## src/rtl/mem_host_pkg.sv

```systemverilog
// Shared types and constants for the MU0 memory override host bridge.
package mem_host_pkg;

    localparam int MEM_ADDR_W        = 16;
    localparam int MEM_DATA_W        = 16;
    localparam int TIMER_W           = 8;
    localparam int DEF_ACCESS_CYCLES = 2;
    localparam int DEF_READ_LATENCY  = 3;

    typedef enum logic [1:0] {
        IDLE  = 2'd0,
        DRIVE = 2'd1,
        WAIT  = 2'd2,
        RESP  = 2'd3
    } state_t;

    // Word address successor; 0xFFFF wraps to 0x0000.
    function automatic logic [MEM_ADDR_W-1:0] addr_next(input logic [MEM_ADDR_W-1:0] a);
        return a + MEM_ADDR_W'(1);
    endfunction

endpackage

```

## src/rtl/mem_host_timer.sv

```systemverilog
// Loadable down-counter; done is high while the count sits at zero.
module mem_host_timer
    import mem_host_pkg::*;
(
    input  logic               clk,
    input  logic               rst,
    input  logic               load,
    input  logic [TIMER_W-1:0] load_value,
    output logic               done
);

    logic [TIMER_W-1:0] count;

    // Count down to zero and park there until the next load.
    always_ff @(posedge clk or posedge rst) begin
        if (rst) begin
            count <= {TIMER_W{1'b0}};
        end else if (load) begin
            count <= load_value;
        end else if (count != {TIMER_W{1'b0}}) begin
            count <= count - TIMER_W'(1);
        end else begin
            count <= count;
        end
    end

    assign done = (count == {TIMER_W{1'b0}});

endmodule

```

## src/rtl/mem_host_bridge.sv

```systemverilog
// Host-side initiator for the MU0 memory override port.
// Optional feature: MEM_HOST_AUTOINC_EN adds cmd_autoinc and an internal address pointer.
module mem_host_bridge
    import mem_host_pkg::*;
#(
    parameter int ACCESS_CYCLES = DEF_ACCESS_CYCLES,
    parameter int READ_LATENCY  = DEF_READ_LATENCY
) (
    input  logic                  clk,
    input  logic                  rst,
    input  logic                  cmd_valid,
    output logic                  cmd_ready,
    input  logic                  cmd_write,
    input  logic [MEM_ADDR_W-1:0] cmd_addr,
    input  logic [MEM_DATA_W-1:0] cmd_wdata,
`ifdef MEM_HOST_AUTOINC_EN
    input  logic                  cmd_autoinc,
`endif
    output logic                  rsp_valid,
    input  logic                  rsp_ready,
    output logic [MEM_DATA_W-1:0] rsp_rdata,
    output logic                  busy,
    output logic                  overrideMemControl,
    output logic                  overrideMemRnW,
    output logic [MEM_ADDR_W-1:0] overrideMemAddr,
    output logic [MEM_DATA_W-1:0] overrideMemDataIn,
    input  logic [MEM_DATA_W-1:0] overrideMemDataOut
);

    // Reads whose latency exceeds the drive window spend the remainder in WAIT.
    localparam bit                 NEED_WAIT  = (READ_LATENCY > ACCESS_CYCLES);
    localparam int                 WAIT_CYC   = NEED_WAIT ? (READ_LATENCY - ACCESS_CYCLES - 1) : 0;
    localparam logic [TIMER_W-1:0] DRIVE_LOAD = TIMER_W'(ACCESS_CYCLES - 1);
    localparam logic [TIMER_W-1:0] WAIT_LOAD  = TIMER_W'(WAIT_CYC);

    state_t                  state;
    logic                    is_write;
    logic                    timer_load;
    logic [TIMER_W-1:0]      timer_value;
    logic                    timer_done;
    logic [MEM_ADDR_W-1:0]   acc_addr;

`ifdef MEM_HOST_AUTOINC_EN
    logic [MEM_ADDR_W-1:0]   addr_ptr;

    // Autoinc commands take their address from the pointer.
    always_comb begin
        if (cmd_autoinc) begin
            acc_addr = addr_ptr;
        end else begin
            acc_addr = cmd_addr;
        end
    end
`else
    assign acc_addr = cmd_addr;
`endif

    // Timer reloads at acceptance and again when a read moves from DRIVE to WAIT.
    always_comb begin
        timer_load  = 1'b0;
        timer_value = DRIVE_LOAD;
        case (state)
            IDLE: begin
                if (cmd_valid) begin
                    timer_load  = 1'b1;
                    timer_value = DRIVE_LOAD;
                end else begin
                    timer_load  = 1'b0;
                end
            end
            DRIVE: begin
                if (timer_done && !is_write && NEED_WAIT) begin
                    timer_load  = 1'b1;
                    timer_value = WAIT_LOAD;
                end else begin
                    timer_load  = 1'b0;
                end
            end
            default: begin
                timer_load  = 1'b0;
            end
        endcase
    end

    mem_host_timer u_timer (
        .clk        (clk),
        .rst        (rst),
        .load       (timer_load),
        .load_value (timer_value),
        .done       (timer_done)
    );

    // Command sequencing FSM with all outputs registered.
    always_ff @(posedge clk or posedge rst) begin
        if (rst) begin
            state              <= IDLE;
            is_write           <= 1'b0;
            cmd_ready          <= 1'b1;
            busy               <= 1'b0;
            rsp_valid          <= 1'b0;
            rsp_rdata          <= {MEM_DATA_W{1'b0}};
            overrideMemControl <= 1'b0;
            overrideMemRnW     <= 1'b1;
            overrideMemAddr    <= {MEM_ADDR_W{1'b0}};
            overrideMemDataIn  <= {MEM_DATA_W{1'b0}};
`ifdef MEM_HOST_AUTOINC_EN
            addr_ptr           <= {MEM_ADDR_W{1'b0}};
`endif
        end else begin
            case (state)
                IDLE: begin
                    if (cmd_valid) begin
                        state              <= DRIVE;
                        is_write           <= cmd_write;
                        cmd_ready          <= 1'b0;
                        busy               <= 1'b1;
                        overrideMemControl <= 1'b1;
                        overrideMemRnW     <= ~cmd_write;
                        overrideMemAddr    <= acc_addr;
                        // Reads leave the last write data on the bus untouched.
                        if (cmd_write) begin
                            overrideMemDataIn <= cmd_wdata;
                        end else begin
                            overrideMemDataIn <= overrideMemDataIn;
                        end
`ifdef MEM_HOST_AUTOINC_EN
                        addr_ptr           <= addr_next(acc_addr);
`endif
                    end else begin
                        state <= IDLE;
                    end
                end
                DRIVE: begin
                    if (timer_done) begin
                        overrideMemControl <= 1'b0;
                        overrideMemRnW     <= 1'b1;
                        if (is_write) begin
                            state     <= IDLE;
                            cmd_ready <= 1'b1;
                            busy      <= 1'b0;
                        end else if (NEED_WAIT) begin
                            state <= WAIT;
                        end else begin
                            state     <= RESP;
                            rsp_valid <= 1'b1;
                            rsp_rdata <= overrideMemDataOut;
                        end
                    end else begin
                        state <= DRIVE;
                    end
                end
                WAIT: begin
                    if (timer_done) begin
                        state     <= RESP;
                        rsp_valid <= 1'b1;
                        rsp_rdata <= overrideMemDataOut;
                    end else begin
                        state <= WAIT;
                    end
                end
                RESP: begin
                    if (rsp_ready) begin
                        state     <= IDLE;
                        rsp_valid <= 1'b0;
                        cmd_ready <= 1'b1;
                        busy      <= 1'b0;
                    end else begin
                        state <= RESP;
                    end
                end
                default: begin
                    state              <= IDLE;
                    cmd_ready          <= 1'b1;
                    busy               <= 1'b0;
                    rsp_valid          <= 1'b0;
                    overrideMemControl <= 1'b0;
                    overrideMemRnW     <= 1'b1;
                end
            endcase
        end
    end

endmodule
```

## config.mk

```make
export PLATFORM = sky130hd
export DESIGN_NAME = mem_host_bridge
export DESIGN_NICKNAME = d
export VERILOG_FILES = /design/src/rtl/mem_host_pkg.sv /design/src/rtl/mem_host_timer.sv /design/src/rtl/mem_host_bridge.sv
export SDC_FILE = /design/constraint.sdc
export NUM_CORES = 1
export LEC_CHECK = 0
export ABC_AREA = 1
export BUFFER_PORTS_ARGS = -buffer_cell sky130_fd_sc_hd__buf_2
export CAP_MARGIN = 30
export CORE_MARGIN = 4
export CORE_UTILIZATION = 44
export CTS_BUF_LIST = sky130_fd_sc_hd__clkbuf_16
export DETAILED_ROUTE_END_ITERATION = 7
export PLACE_DENSITY = 0.76
export REMOVE_ABC_BUFFERS = 1
export SYNTH_ARGS = -nofsm -noshare
export SYNTH_HDL_FRONTEND = slang
export SYNTH_HIERARCHICAL = 1
export SYNTH_SLANG_ARGS = --single-unit
```

## constraint.sdc

```tcl
create_clock -name clk -period 1.9 [get_ports clk]
set_input_delay 0.38 -clock clk [delete_from_list [all_inputs] [get_ports clk]]
set_output_delay 0.38 -clock clk [all_outputs]
set_load 0.05 [all_outputs]
```

# Word level (Yosys, flattened, before mapping)
# Cells that the tools add are included.
# classes
add_sub_neg	1
multipliers	0
n_div	0
order_cmp	0
n_eq_ne	8
shift	0
n_mux	29
bitwise	1
n_reduce_logical	15
# ops
op	n
$mux W1	17
$mux W8	2
$ne A2 B2 Y1 const B	5
$reduce_and A3 Y1	3
$logic_not A8 Y1	1
$pmux W1 S2	4
$pmux W2 S4	1
$reduce_bool A8 Y1	1
$sub A8 B1 Y8 const B	1
$mux W2	3
$pmux W1 S3	2
$reduce_bool A2 Y1	3
$reduce_and A5 Y1	1
$eq A2 B2 Y1 const B	2
$reduce_and A2 Y1	2
$reduce_bool A3 Y1	1
$eq A2 B1 Y1 const B	1
$logic_not A2 Y1	1
$logic_and A1 B1 Y1	1
$logic_not A1 Y1	1
$not A1 Y1	1
# totals
register_bits	64
latchBits	0
ram_bits	0
rom_bits	0
inputBits	53
out_inout_bits	53
wordCells	65
n_memories	0

# Longest topological paths before layout
# depth
depth_word	5
ltp_mapped	13
ltp_nobuf	12

# Modules after synthesis
# Netlist, hierarchy kept.
# modules_own_cells
mod	n_inst	cells_per_inst	area_each_um2	seq_area_each_um2
mem_host_bridge	1	249	2222.1	1403.8
mem_host_timer	1	71	530.5	200.2

# Worst setup path before layout
# OpenSTA, ideal clock, no wires.
# synth_timing
path_kind	register to register
from	register u_timer.count[0]
to	register u_timer.count[1]
setup_ps	117
arrival_time_ps	1719
t_required_ps	1783
slack_ps	63
path_stages_with_launch	13
path_buffers	1
period_less_slack_ps	1837
path_cell_list	dfrtp_1 > inv_1 > ha_1 > nand2_4 > nor2_8 > inv_1 > nor2_1 > nand2_1 > nand2_1 > buf_4 > o21ai_0 > nand2_1 > o21ai_2
# synth_via
elab_chain_cells	5
elab_cells_between_ends	9
cone_classes	add/sub (1); mux (4); reduce/logical (4)
# synth_lines
item	line_no	text
start, declared	mem_host_timer.sv:12	logic [TIMER_W-1:0] count;
start signal, assigned	mem_host_timer.sv:17	count <= {TIMER_W{1'b0}};
start signal, assigned	mem_host_timer.sv:19	count <= load_value;
start signal, assigned	mem_host_timer.sv:21	count <= count - TIMER_W'(1);
$logic_not A8 Y1 (*)	mem_host_timer.sv:27	assign done = (count == {TIMER_W{1'b0}});
named net timer_done	mem_host_bridge.sv:40	logic timer_done;
$logic_and A1 B1 Y1 (*)	mem_host_bridge.sv:72	if (timer_done && !is_write && NEED_WAIT) begin
$mux W1 (*)	mem_host_bridge.sv:72	
$pmux W1 S2 (*)	mem_host_bridge.sv:62	case (state)
named net timer_load	mem_host_bridge.sv:38	logic timer_load;
$mux W8 / $reduce_bool A2 Y1 (equally long branches)	--	
# Mark *: on every way through the listed nets, which the timed path passes. The rest lies on a longest branch. The select of a mux whose other input is x is not followed.
# A chain may end at the register's enable or synchronous reset.

# Worst setup path in the final report
# layout_timing
from	register u_timer.count[0]
to	register u_timer.count[0]
# layout_via
elab_chain_cells	5
elab_cells_between_ends	11
cone_classes	add/sub (1); mux (6); reduce/logical (4)
# layout_lines
item	line_no	text
$logic_not A8 Y1	mem_host_timer.sv:27	
named net timer_done	mem_host_bridge.sv:40	
$logic_and A1 B1 Y1	mem_host_bridge.sv:72	
$mux W1	mem_host_bridge.sv:72	
$mux W1	--	
named net timer_value[0]	mem_host_bridge.sv:39	logic [TIMER_W-1:0] timer_value;
$mux W8	mem_host_timer.sv:18	end else if (load) begin
# The timed path passes the listed nets, and every way through them passes these cells. The select of a mux whose other input is x is not followed.

==> flow_metrics.env <==
export IMPL_status="finished clean"
export IMPL_final_cell_mix="nand2_1 (153), buf_2 (105), dfrtp_1 (62)"
export IMPL_grt_pass1_vias=2388
export IMPL_layout_min_cycle_time_ns=1.80
export IMPL_synth_top_family_by_area="simple AND/OR/NAND/NOR gates"
export IMPL_final_common_cell="nand2_1"
export IMPL_syn_avg_cell_area_um2=8.60
export IMPL_first_iter_violations=137
export IMPL_drive_gt1_frac=0.327
export IMPL_ys_types=25
export IMPL_drv_slew=0
export IMPL_vias=2385
export IMPL_io_pins=106
export IMPL_detail_route_wirelength_mm=6.45
export IMPL_relSlewSlack=0.634
export IMPL_synth_xor_area_share=0.00636
export IMPL_required_ns=2.15
export IMPL_die_area_mm2=0.00759
export IMPL_yosysTopAreaCellShare=0.564
export IMPL_wire_per_inst_um=12.4
export IMPL_maxCapViolCount=0
export IMPL_die_h_um=87.1
export IMPL_cts_root_buf="clkbuf_16"
export IMPL_path_cells="inv_1, ha_2, nand2_4, nor2_8, inv_1, nor2_1, nand2_1, nand2_2, inv_1, nand2_4, nand2_1, o21ai_2"
export IMPL_finalSetupViolCount=0
export IMPL_cts_max_level=3
export IMPL_synth_mux_area_fraction=0
export IMPL_die_w_um=87.1
export IMPL_grt_usage=0.186
export IMPL_power_static_leakage_nw=2.18
export IMPL_drc_errors=0
export IMPL_yosys_area_top_type="dfrtp_1"
export IMPL_vias_per_cell=4.60
export IMPL_rows=28
export IMPL_synth_edf_count=0
export IMPL_hold_viol=0
export IMPL_grt_max_degree=35
export IMPL_cts_made_buffers=9
export IMPL_core_area_mm2=0.00599
export IMPL_worstMarginPinSlew_ns=0.548
export IMPL_clock_path_buffers=2
export IMPL_synthCells=320
export IMPL_r2r_start="u_timer/count[0]"
export IMPL_critPathSlowestCell="dfrtp_1"
export IMPL_max_stage_delay_ns=0.38
export IMPL_syn_area_mm2=0.00275
export IMPL_fin_crit_sh=0.945
export IMPL_cts_sinks=64
export IMPL_grt_pass1_wl_mm=10.9
export IMPL_worstPathArrival_ns=2.05
export IMPL_timing_critical_path_mode_cell="inv_1"
export IMPL_final_nets=493
export IMPL_port_buffers=105
export IMPL_worstSetupEndpointType="flip-flop"
export IMPL_setup_worst_path_start_class="flip-flop"
export IMPL_ys_async_sr_fraction=1.00
export IMPL_clk_latency_ns=0.32
export IMPL_num_antenna_cells=0
export IMPL_area_growth_pct=35.1
export IMPL_ff2ff_path_depth=12
export IMPL_crit_family="simple AND/OR/NAND/NOR gates"
export IMPL_hpwlAfterDp_mm=4.58
export IMPL_antenna_found_initial=0
export IMPL_peakVddDrop_mv=1.26
export IMPL_place_inst=503
export IMPL_synthTopCellsByArea="dfrtp_1 (56%), nand2_1 (21%), inv_1 (4.1%)"
export IMPL_fin_cells=519
export IMPL_cts_tree="built"
export IMPL_path_class="flip-flop to flip-flop"
export IMPL_yosys_most_used_dff="dfrtp_1"
export IMPL_maxClockFrequency_mhz=557
export IMPL_synth_compound_area_frac=0.0505
export IMPL_synth_seq_area_share=0.583
export IMPL_holdBufCountCts=0
export IMPL_power_density_mw_per_mm2=1900
export IMPL_fillers=508
export IMPL_place_congestion=0.775
export IMPL_fin_total_pwr_w=0.00707
export IMPL_ys_warn_count=6
export IMPL_ff2ff_setup_slack_ns=0.10
export IMPL_path_max_fanout=7
export IMPL_crit_buf_inv=3
export IMPL_r2r_end="u_timer/count[0]"
export IMPL_initial_core_util=0.459
export IMPL_hold_class="primary input to asynchronous set/reset pin"
export IMPL_ant_nets=0
export IMPL_skew_ns=0.00372
export IMPL_ys_seq_elements=64
export IMPL_cts_clk_slew_worst_paths_ns=0.06
export IMPL_synthSimpleGateAreaFrac=0.285
export IMPL_dr_pass1_iters=4
export IMPL_overflow=0
export IMPL_synth_fa_ha_area_frac=0.00455
[metrics by stage]
stage	util	setup slack [ns]	hold WS, ns	setup TNS [ns]	instance area (um^2)
floorplan	-	-0.0111	0.196	-0.179	2710
global placement	0.567	0.152	0.359	0	3390
detailed placement	0.567	0.0549	0.366	0	3390
CTS	0.620	0.0131	0.0244	0	3710
global route	0.621	-0.0108	0.0537	-0.0128	3720
finish	0.621	0.104	0.0240	0	3720
[cells in the mapped netlist, types with 2 or more instances]
cell	count
nand2_4	4
buf_2	7
dfrtp_1	62
nand2_1	154
nor2_4	3
o21ai_0	20
dfstp_2	2
inv_1	30
nand3_1	12
nor2_1	9
buf_6	2
o21ai_2	2
[logic make-up (layout without fill, tap and decap cells)]
logic type      after synthesis  in the layout
other cells                   1              7
buf+inv                      42            160
fa+ha+maj                     1              1
xor+xnor                      2              2
flops                        64             64
compound gates               25             25
simple gates                185            185
[state kept, by name, summed over array words and instances, names as in the netlist]
| register | count |
|---|---|
| cmd_ready | 1 |
| rsp_rdata | 16 |
| busy | 1 |
| is_write | 1 |
| rsp_valid | 1 |
| state | 2 |
| u_timer/count | 8 |
| overrideMemRnW | 1 |
| overrideMemDataIn | 16 |
| overrideMemAddr | 16 |
| overrideMemControl | 1 |
[worst max path at each step]
stage	startpoint	endpoint	slack, ns	cells past startpoint
floorplan	u_timer/count[0]	rsp_rdata[0]	-0.01	6
global placement	u_timer/count[0]	u_timer/count[0]	0.15	12
detailed placement	u_timer/count[0]	u_timer/count[0]	0.05	12
CTS	u_timer/count[0]	u_timer/count[0]	0.01	12
global route	u_timer/count[0]	u_timer/count[4]	-0.01	11
finish	u_timer/count[0]	u_timer/count[0]	0.10	12
[cell type report]
class	instances	area, um^2	share of cell area
clock buffer	9	225	0.0605
tap	75	93.8	0.0252
multi-input combinational	220	983	0.264
sequential	64	1600	0.431
clock inverter	7	95.1	0.0256
timing repair buffer	112	591	0.159
inverter	32	128	0.0343
[metal layers]
metal / up-vias / GRT usage / share of wire
met5: - / 0 / 0
met4: 0 / 0.0893 / 0.022
met2: 70 / 0.321 / 0.51
li1: 1208 / - / -
met1: 1096 / 0.221 / 0.41
met3: 11 / 0.0360 / 0.062
[repair_timing]
action,4_1_cts,5_1_grt
setup endpoints to repair,0,8
resized for setup,0,2
buffers inserted,0,0
[power breakdown]
group | internal [W] | switching, W | total (W)
clock network | 0.00115 | 0.000600 | 0.00175
logic | 0.000767 | 0.00235 | 0.00312
registers | 0.00189 | 0.000312 | 0.00220
No activity file was read; power rests on OpenSTA's default activity.
